[config.mk]
export PLATFORM = sky130hd
export DESIGN_NAME = rr_burst_arbiter
export DESIGN_NICKNAME = d
export VERILOG_FILES = /design/src/rtl/rr_burst_arbiter.sv
export SDC_FILE = /design/constraint.sdc
export NUM_CORES = 1
export LEC_CHECK = 0
export ABC_AREA = 1
export BUFFER_PORTS_ARGS = -buffer_cell sky130_fd_sc_hd__buf_2
export CAP_MARGIN = 40
export CORE_AREA = 2 2 128 130
export DETAILED_ROUTE_END_ITERATION = 8
export DIE_AREA = 0 0 130 132
export GPL_TIMING_DRIVEN = 0
export HOLD_SLACK_MARGIN = 0.12
export SETUP_SLACK_MARGIN = 0.1
export SLEW_MARGIN = 10
export SYNTH_ARGS = -nofsm -noshare
export SYNTH_HDL_FRONTEND = slang
export SYNTH_SLANG_ARGS = --single-unit
[constraint.sdc]
create_clock -name clk -period 7.85 [get_ports clk]
set_input_delay 1.1775 -clock clk [delete_from_list [all_inputs] [get_ports clk]]
set_output_delay 1.1775 -clock clk [all_outputs]
set_load 0.05 [all_outputs]
[src/rtl/rr_burst_arbiter.sv]
// Round-robin burst arbiter: grant held from first beat until last (optional watchdog: ARB_TIMEOUT_EN).
// Latency: one cycle from IDLE to grant; beats pass combinationally while locked; one IDLE bubble between bursts.
// Backpressure: out_ready is routed only to the granted requester's req_ready; the others stay 0.
module rr_burst_arbiter #(
  parameter int N_REQ       = 8,
  parameter int DATA_W      = 32,
  parameter int TIMEOUT_CYC = 16,
  localparam int IW         = $clog2(N_REQ)
) (
  input  logic                    clk,
  input  logic                    rst_n,
  input  logic [N_REQ-1:0]        req_valid,
  input  logic [N_REQ*DATA_W-1:0] req_data,
  input  logic [N_REQ-1:0]        req_last,
  output logic [N_REQ-1:0]        req_ready,
  output logic                    out_valid,
  output logic [DATA_W-1:0]       out_data,
  output logic                    out_last,
  input  logic                    out_ready,
  output logic [IW-1:0]           out_id,
  output logic [N_REQ-1:0]        grant,
  output logic                    busy,
  output logic                    timeout_err
);

  typedef enum logic {IDLE = 1'b0, LOCK = 1'b1} state_t;

  state_t           state, state_nxt;
  logic [N_REQ-1:0] grant_nxt;
  logic [IW-1:0]    gidx, gidx_nxt;
  logic [IW-1:0]    last_grant, last_grant_nxt;
  logic [IW-1:0]    rr_idx, cand;
  logic             rr_found;
  logic             xfer;
  logic             stall_hit;

  assign busy      = (state == LOCK);
  assign out_id    = gidx;
  assign out_valid = busy & req_valid[gidx];
  assign out_last  = busy & req_last[gidx];
  assign out_data  = req_data[gidx*DATA_W +: DATA_W];
  assign req_ready = out_ready ? grant : '0;
  assign xfer      = out_valid & out_ready;

  // Offsets 1..N_REQ from last_grant: last_grant itself is reached only when nobody else is valid.
  always_comb begin
    rr_found = 1'b0;
    rr_idx   = last_grant;
    cand     = last_grant;
    for (int k = 1; k <= N_REQ; k++) begin
      cand = IW'((int'(last_grant) + k) % N_REQ);
      if (!rr_found && req_valid[cand]) begin
        rr_found = 1'b1;
        rr_idx   = cand;
      end
    end
  end

`ifdef ARB_TIMEOUT_EN
  logic [7:0] stall_cnt;

  assign stall_hit = busy && !xfer && (stall_cnt == 8'(TIMEOUT_CYC - 1));

  always_ff @(posedge clk or negedge rst_n) begin
    if (!rst_n) begin
      stall_cnt   <= '0;
      timeout_err <= 1'b0;
    end else begin
      timeout_err <= stall_hit;
      if (!busy || xfer || stall_hit) stall_cnt <= '0;
      else                            stall_cnt <= stall_cnt + 8'd1;
    end
  end
`else
  assign stall_hit   = 1'b0;
  assign timeout_err = 1'b0;
`endif

  always_comb begin
    state_nxt      = state;
    grant_nxt      = grant;
    gidx_nxt       = gidx;
    last_grant_nxt = last_grant;
    case (state)
      IDLE: begin
        if (rr_found) begin
          state_nxt = LOCK;
          grant_nxt = N_REQ'(1) << rr_idx;
          gidx_nxt  = rr_idx;
        end
      end
      LOCK: begin
        if ((xfer && out_last) || stall_hit) begin
          state_nxt      = IDLE;
          grant_nxt      = '0;
          last_grant_nxt = gidx;
        end
      end
      default: begin
        state_nxt = IDLE;
        grant_nxt = '0;
      end
    endcase
  end

  always_ff @(posedge clk or negedge rst_n) begin
    if (!rst_n) begin
      state      <= IDLE;
      grant      <= '0;
      gidx       <= '0;
      last_grant <= IW'(N_REQ - 1);
    end else begin
      state      <= state_nxt;
      grant      <= grant_nxt;
      gidx       <= gidx_nxt;
      last_grant <= last_grant_nxt;
    end
  end

endmodule
==> impl_metrics.json, run 1 <==
{
  "synth_edf_count": 0,
  "synth-seq-cells": 15,
  "start_util_pct": 23.40,
  "crit_fanout": 10,
  "worst_pin_slew_ps": 654.8,
  "die_w_um": 130,
  "p_leak_nw": 3.006,
  "cts_hold_buf": 0,
  "dp_slack_ps": 3885,
  "synth.net_count": 1015,
  "cp-start-kind": "flop",
  "critPathRequiredTime_ps": 6670,
  "drtAntennaViolNets": 0,
  "track_usage_pct": 25.23,
  "placed_area_mm2": 0.005583,
  "critPathLaunch": "out_id[0]",
  "synth_area_mm2": 0.003676,
  "avgRoutedWirePerCell_um": 17.34,
  "post_cts.repair.setup_buffers": 0,
  "slowest_delay_ps": 480,
  "drc": 0,
  "path_cells": "inv_1 -> clkbuf_1 -> clkbuf_1 -> clkbuf_1 -> nor2_1 -> o22ai_1 -> nor2_1 -> a31oi_1 -> buf_2",
  "grt_max_degree": 16,
  "post-dp-hpwl_mm": 18.87,
  "slew_headroom_pct": 56.35,
  "ys_seq_area_share_pct": 10.31,
  "cts_buffers": 3,
  "cpMostUsedCell": "clkbuf_1",
  "placed_cells": 1281,
  "drive_above_1_share_pct": 34.52,
  "die_height_um": 132,
  "design_area_mm2": 0.005684,
  "crit_slowest_cell": "clkbuf_1",
  "vias": 6459,
  "setup_violations": 0,
  "rsz0062_at_grt": "no",
  "cts.path.max_buffers": 2,
  "powerDensity_mw_per_mm2": 508.0,
  "grt_overflow": 0,
  "critPathBufInv": 5,
  "fmax_mhz": 235.7,
  "irDropWorstVdd_v": 0.0002730,
  "yosysWarnings": 0,
  "coreArea_mm2": 0.01571,
  "final_common_cell": "buf_2",
  "wirelength_mm": 22.44,
  "syn_area_per_cell_um2": 4.981,
  "dieArea_mm2": 0.01716,
  "status": "complete, no violations",
  "insertion_delay_ps": 250,
  "antenna_found_initial": 13,
  "worstHoldPathType": "flop to flop",
  "tritoncts": "yes",
  "synth_cell_types": 35,
  "pin_count": 330,
  "setup_total_negative_slack_ps": 0,
  "crit_path_end_kind": "output pin",
  "async_flop_share_pct": 100.0,
  "grt_pass1_vias": 6090,
  "drt_iter0_drc": 455,
  "cts_resized": 0,
  "synthCells": 738,
  "routabilityCongestion": 0.9972,
  "final_cell_mix": "buf_2, nor2_1, o21ai_0",
  "min_from": "grant[2]",
  "timing.hold.ws_ps": 504.9,
  "final.setup.worst_slack_ps": 3607,
  "cts_root_buf": "clkbuf_16",
  "grt_pass1_wl_mm": 33.89,
  "reg2reg_from": "last_grant[1]",
  "finalHoldViolations": 0,
  "synth_flop_cell": "dfrtp_1",
  "syn_to_final_growth_pct": 54.63,
  "fin_crit_ps": 4243,
  "stdcell_count": 1294,
  "via_per_inst": 4.991,
  "drv_cap": 0,
  "finClkSkew_ps": 0.7653,
  "critPathKind": "flop to output pin",
  "fin_util_pct": 36.18,
  "power.total_mw": 2.887,
  "post-route-period-util_pct": 54.06,
  "final_nets": 1347,
  "clk_pin_slew_ps": 50,
  "arrival_ps": 3070,
  "portBuffers": 327,
  "finalMaxSlewViolations": 0,
  "crit_family": "buffers and inverters",
  "htree_levels": 1,
  "cts.sinks": 15,
  "dr.pass1.iters": 7,
  "rows": 46
}
worst register-to-register path, cell delays in order, from the launching register on:
cell and delay, ps:
dfstp_2 520, buf_4 170, inv_1 160, ha_1 450
inv_1 240, nand3_1 170, nand3_2 140, nand2_4 80
nor2_2 150, nand4_1 120, nor2_1 110, nand3_1 120
a21oi_2 350, nand2_1 100, nand2_1 80
worst paths after layout:
path / endpoint / slack (ps) / cells after the start
min: grant[2] / 500 / 2
max in group asynchronous: last_grant[0] / 6740 / 1
min in group asynchronous: grant[4] / 820 / 1
max reg2reg: grant[0] / 4820 / 14
max: out_data[30] / 3610 / 9
min reg2reg: grant[2] / 500 / 2
synthesized netlist by cell type (2+ instances only):
master	n	share of area, %
ha_1	2	0.68
inv_2	6	0.61
dfstp_2	3	2.1
dfrtp_1	12	8.2
nand3_2	4	1.1
buf_2	2	0.27
xor2_1	2	0.48
o22ai_1	34	5.8
nor2_2	2	0.34
a21oi_1	3	0.41
buf_1	7	0.71
buf_4	4	0.82
nand2_2	10	1.7
a31oi_1	34	5.8
inv_1	29	3.0
o21ai_0	144	20
nand3_1	26	3.5
nand2_1	108	11
clkbuf_1	43	4.4
a21oi_2	2	0.48
nor2_1	244	25
nand4_1	4	0.68
logic make-up after synthesis:
kind of cell	count (synthesis)	share of synthesized area (%)
XOR/XNOR	4	1.158
adder cells (fa/ha/maj)	2	0.6806
AO/OA/AOI/OAI	221	32.85
flip-flops	15	10.31
buffers and inverters	93	10.21
other	1	0.1020
AND/OR/NAND/NOR	402	44.69
power breakdown:
group / switching [mW] / internal (mW)
combinational: 1.95 / 0.690
sequential: 0.0356 / 0.113
clock: 0.0306 / 0.0687
total: 2.02 / 0.871
cell type report:
cell class | count | area (µm²)
Antenna cell | 9 | 22.52
Timing Repair Buffer | 327 | 1637
Sequential cell | 15 | 379.1
Clock buffer | 4 | 78.83
Multi-Input combinational cell | 630 | 2922
Inverter | 36 | 136.4
Buffer | 57 | 239.0
Tap cell | 216 | 270.3
Fill cell | 1834 | 10030
registers in the layout, summed over array words and instances (netlist names):
| name | count |
|---|---|
| grant | 8 |
| busy | 1 |
| out_id | 3 |
| last_grant | 3 |
metal layers:
metal | share of wire, % | global-route usage [%] | up-vias
met1 | 41 | 33.26 | 2918
met5 | 0.13 | 0 | -
met2 | 48 | 42.87 | 343
met3 | 7.4 | 2.881 | 50
li1 | - | - | 3144
met4 | 3.3 | 7.527 | 4
Note: power is estimated with default switching activity, not from simulation.
==> run 2: changes to the inputs <==
clock period = 3.65 ns   (was 7.85 ns; I/O delays follow)
==> impl_metrics.json, run 2 (same netlist as run 1, synthesis figures left out) <==
{
  "finalHoldViolations": 0,
  "critPathRequiredTime_ps": 3100,
  "portBuffers": 327,
  "track_usage_pct": 25.17,
  "finClkSkew_ps": 0.8569,
  "worstHoldPathType": "primary input to asynchronous set/reset pin",
  "grt_overflow": 0,
  "syn_to_final_growth_pct": 54.59,
  "via_per_inst": 4.981,
  "fin_util_pct": 36.17,
  "fmax_mhz": 300.9,
  "insertion_delay_ps": 250,
  "grt_max_degree": 20,
  "cpMostUsedCell": "clkbuf_1",
  "largest_reg_flops": 8,
  "path_cells": "inv_1 -> clkbuf_1 -> clkbuf_1 -> o21ai_0 -> o22ai_1 -> nor2_1 -> a31oi_1 -> buf_2",
  "grt_pass1_wl_mm": 33.82,
  "coreArea_mm2": 0.01571,
  "regMostFlops": "grant",
  "clk_pin_slew_ps": 50,
  "finalMaxSlewViolations": 0,
  "tritoncts": "yes",
  "antenna_found_initial": 13,
  "p_leak_nw": 3.011,
  "cts_hold_buf": 0,
  "drc": 0,
  "post-route-period-util_pct": 91.04,
  "final_common_cell": "buf_2",
  "r2r-end": "grant[0]",
  "slowest_delay_ps": 490,
  "final_nets": 1346,
  "htree_levels": 1,
  "arrival_ps": 2780,
  "fin_crit_ps": 3323,
  "wl_met3_mm": 1.733,
  "worst_pin_slew_ps": 661.5,
  "pin_count": 330,
  "ff2ff_path_depth": 14,
  "cts.sinks": 15,
  "avgRoutedWirePerCell_um": 17.36,
  "rsz0062_at_grt": "no",
  "routabilityCongestion": 0.9972,
  "cts_root_buf": "clkbuf_16",
  "drt_iter0_drc": 453,
  "dieArea_mm2": 0.01716,
  "die_w_um": 130,
  "drive_above_1_share_pct": 34.74,
  "reg2reg_slack_ps": 590,
  "grt_pass1_vias": 6078,
  "critPathLaunch": "out_id[1]",
  "rows": 46,
  "final_cell_mix": "buf_2, nor2_1, o21ai_0",
  "powerDensity_mw_per_mm2": 1093,
  "start_util_pct": 23.40,
  "cp-start-kind": "flop",
  "post-dp-hpwl_mm": 18.87,
  "status": "complete, no violations",
  "reg2reg_from": "last_grant[1]",
  "post_cts.repair.setup_buffers": 0,
  "critPathBufInv": 4,
  "slew_headroom_pct": 55.90,
  "highest_layer": "met5",
  "route.met2.wl_mm": 10.69,
  "stdcell_count": 1293,
  "m1WireLength_mm": 9.258,
  "critPathKind": "flop to output pin",
  "irDropWorstVdd_v": 0.0005860,
  "crit_slowest_cell": "dfrtp_1",
  "crit_path_end_kind": "output pin",
  "cts.path.max_buffers": 2,
  "setup_total_negative_slack_ps": 0,
  "dr.pass1.iters": 7,
  "fillers": 1834,
  "setup_violations": 0,
  "drtAntennaViolNets": 0,
  "drv_cap": 0,
  "placed_cells": 1281,
  "crit_family": "buffers and inverters",
  "wirelength_mm": 22.45,
  "die_height_um": 132,
  "cts_buffers": 3,
  "crit_fanout": 10,
  "vias": 6440
}
==> run 2: cell count changes in the layout (fill, tap and decap cells not counted) <==
cell	change
clkbuf_2	+2
clkbuf_1	-3
==> run 2: worst reg2reg max path, stage by stage (launching register included) <==
cell	delay, ps
dfstp_2	520
buf_4	170
inv_1	160
ha_1	450
inv_1	250
nand3_1	170
nand3_2	140
nand2_4	80
nor2_2	150
nand4_1	120
nor2_1	110
nand3_1	130
a21oi_2	360
nand2_1	100
nand2_1	80
==> run 2: repair_timing <==
| item | 4_1_cts | 5_1_grt |
|---|---|---|
| endpoints found under the hold margin | 0 | 0 |
| setup endpoints to repair | 1 | 1 |
| resized for setup | 1 | 2 |
==> run 2: how the worst max path moves through the flow <==
stage / depth (start not counted) / to
final: 8 / out_data[6]
after global routing: 8 / out_data[6]
after CTS: 9 / out_data[30]
after detailed placement: 9 / out_data[30]
after global placement: 9 / out_data[30]
after floorplan: 8 / out_data[25]
==> run 2: layout make-up <==
cell class	instances	area, µm²	area share [%]
antenna	9	22.52	0.3963
buffer	56	237.7	4.183
clock buffer	4	78.83	1.387
inverter	36	136.4	2.400
multi-input combinational	630	2922	51.41
sequential	15	379.1	6.671
tap	216	270.3	4.756
timing repair buffer	327	1637	28.80
==> run 2: power by group <==
group / switching (mW) / internal [mW]
combinational: 4.19 / 1.48
clock: 0.0663 / 0.148
sequential: 0.0771 / 0.243
total: 4.34 / 1.87
==> run 2: per-layer routing <==
layer	up-vias	track usage, %
met1	2896	33.14
li1	3135	-
met5	-	0
met2	359	42.82
met4	4	7.527
met3	46	2.881
==> run 2: metrics by stage <==
stage / area, µm² / hold slack, ps / setup slack (ps) / total power [mW]
3_3_place_gp: 5583 / 465.2 / 240.4 / 5.960
3_5_place_dp: 5583 / 463.7 / 315.4 / 5.966
5_1_grt: 5680 / 212.5 / 139.7 / 6.758
4_1_cts: 5659 / 203.1 / 227.3 / 6.189
6_report: 5683 / 190.8 / 327.1 / 6.212
2_1_floorplan: 3676 / 251.9 / 447.0 / 4.434
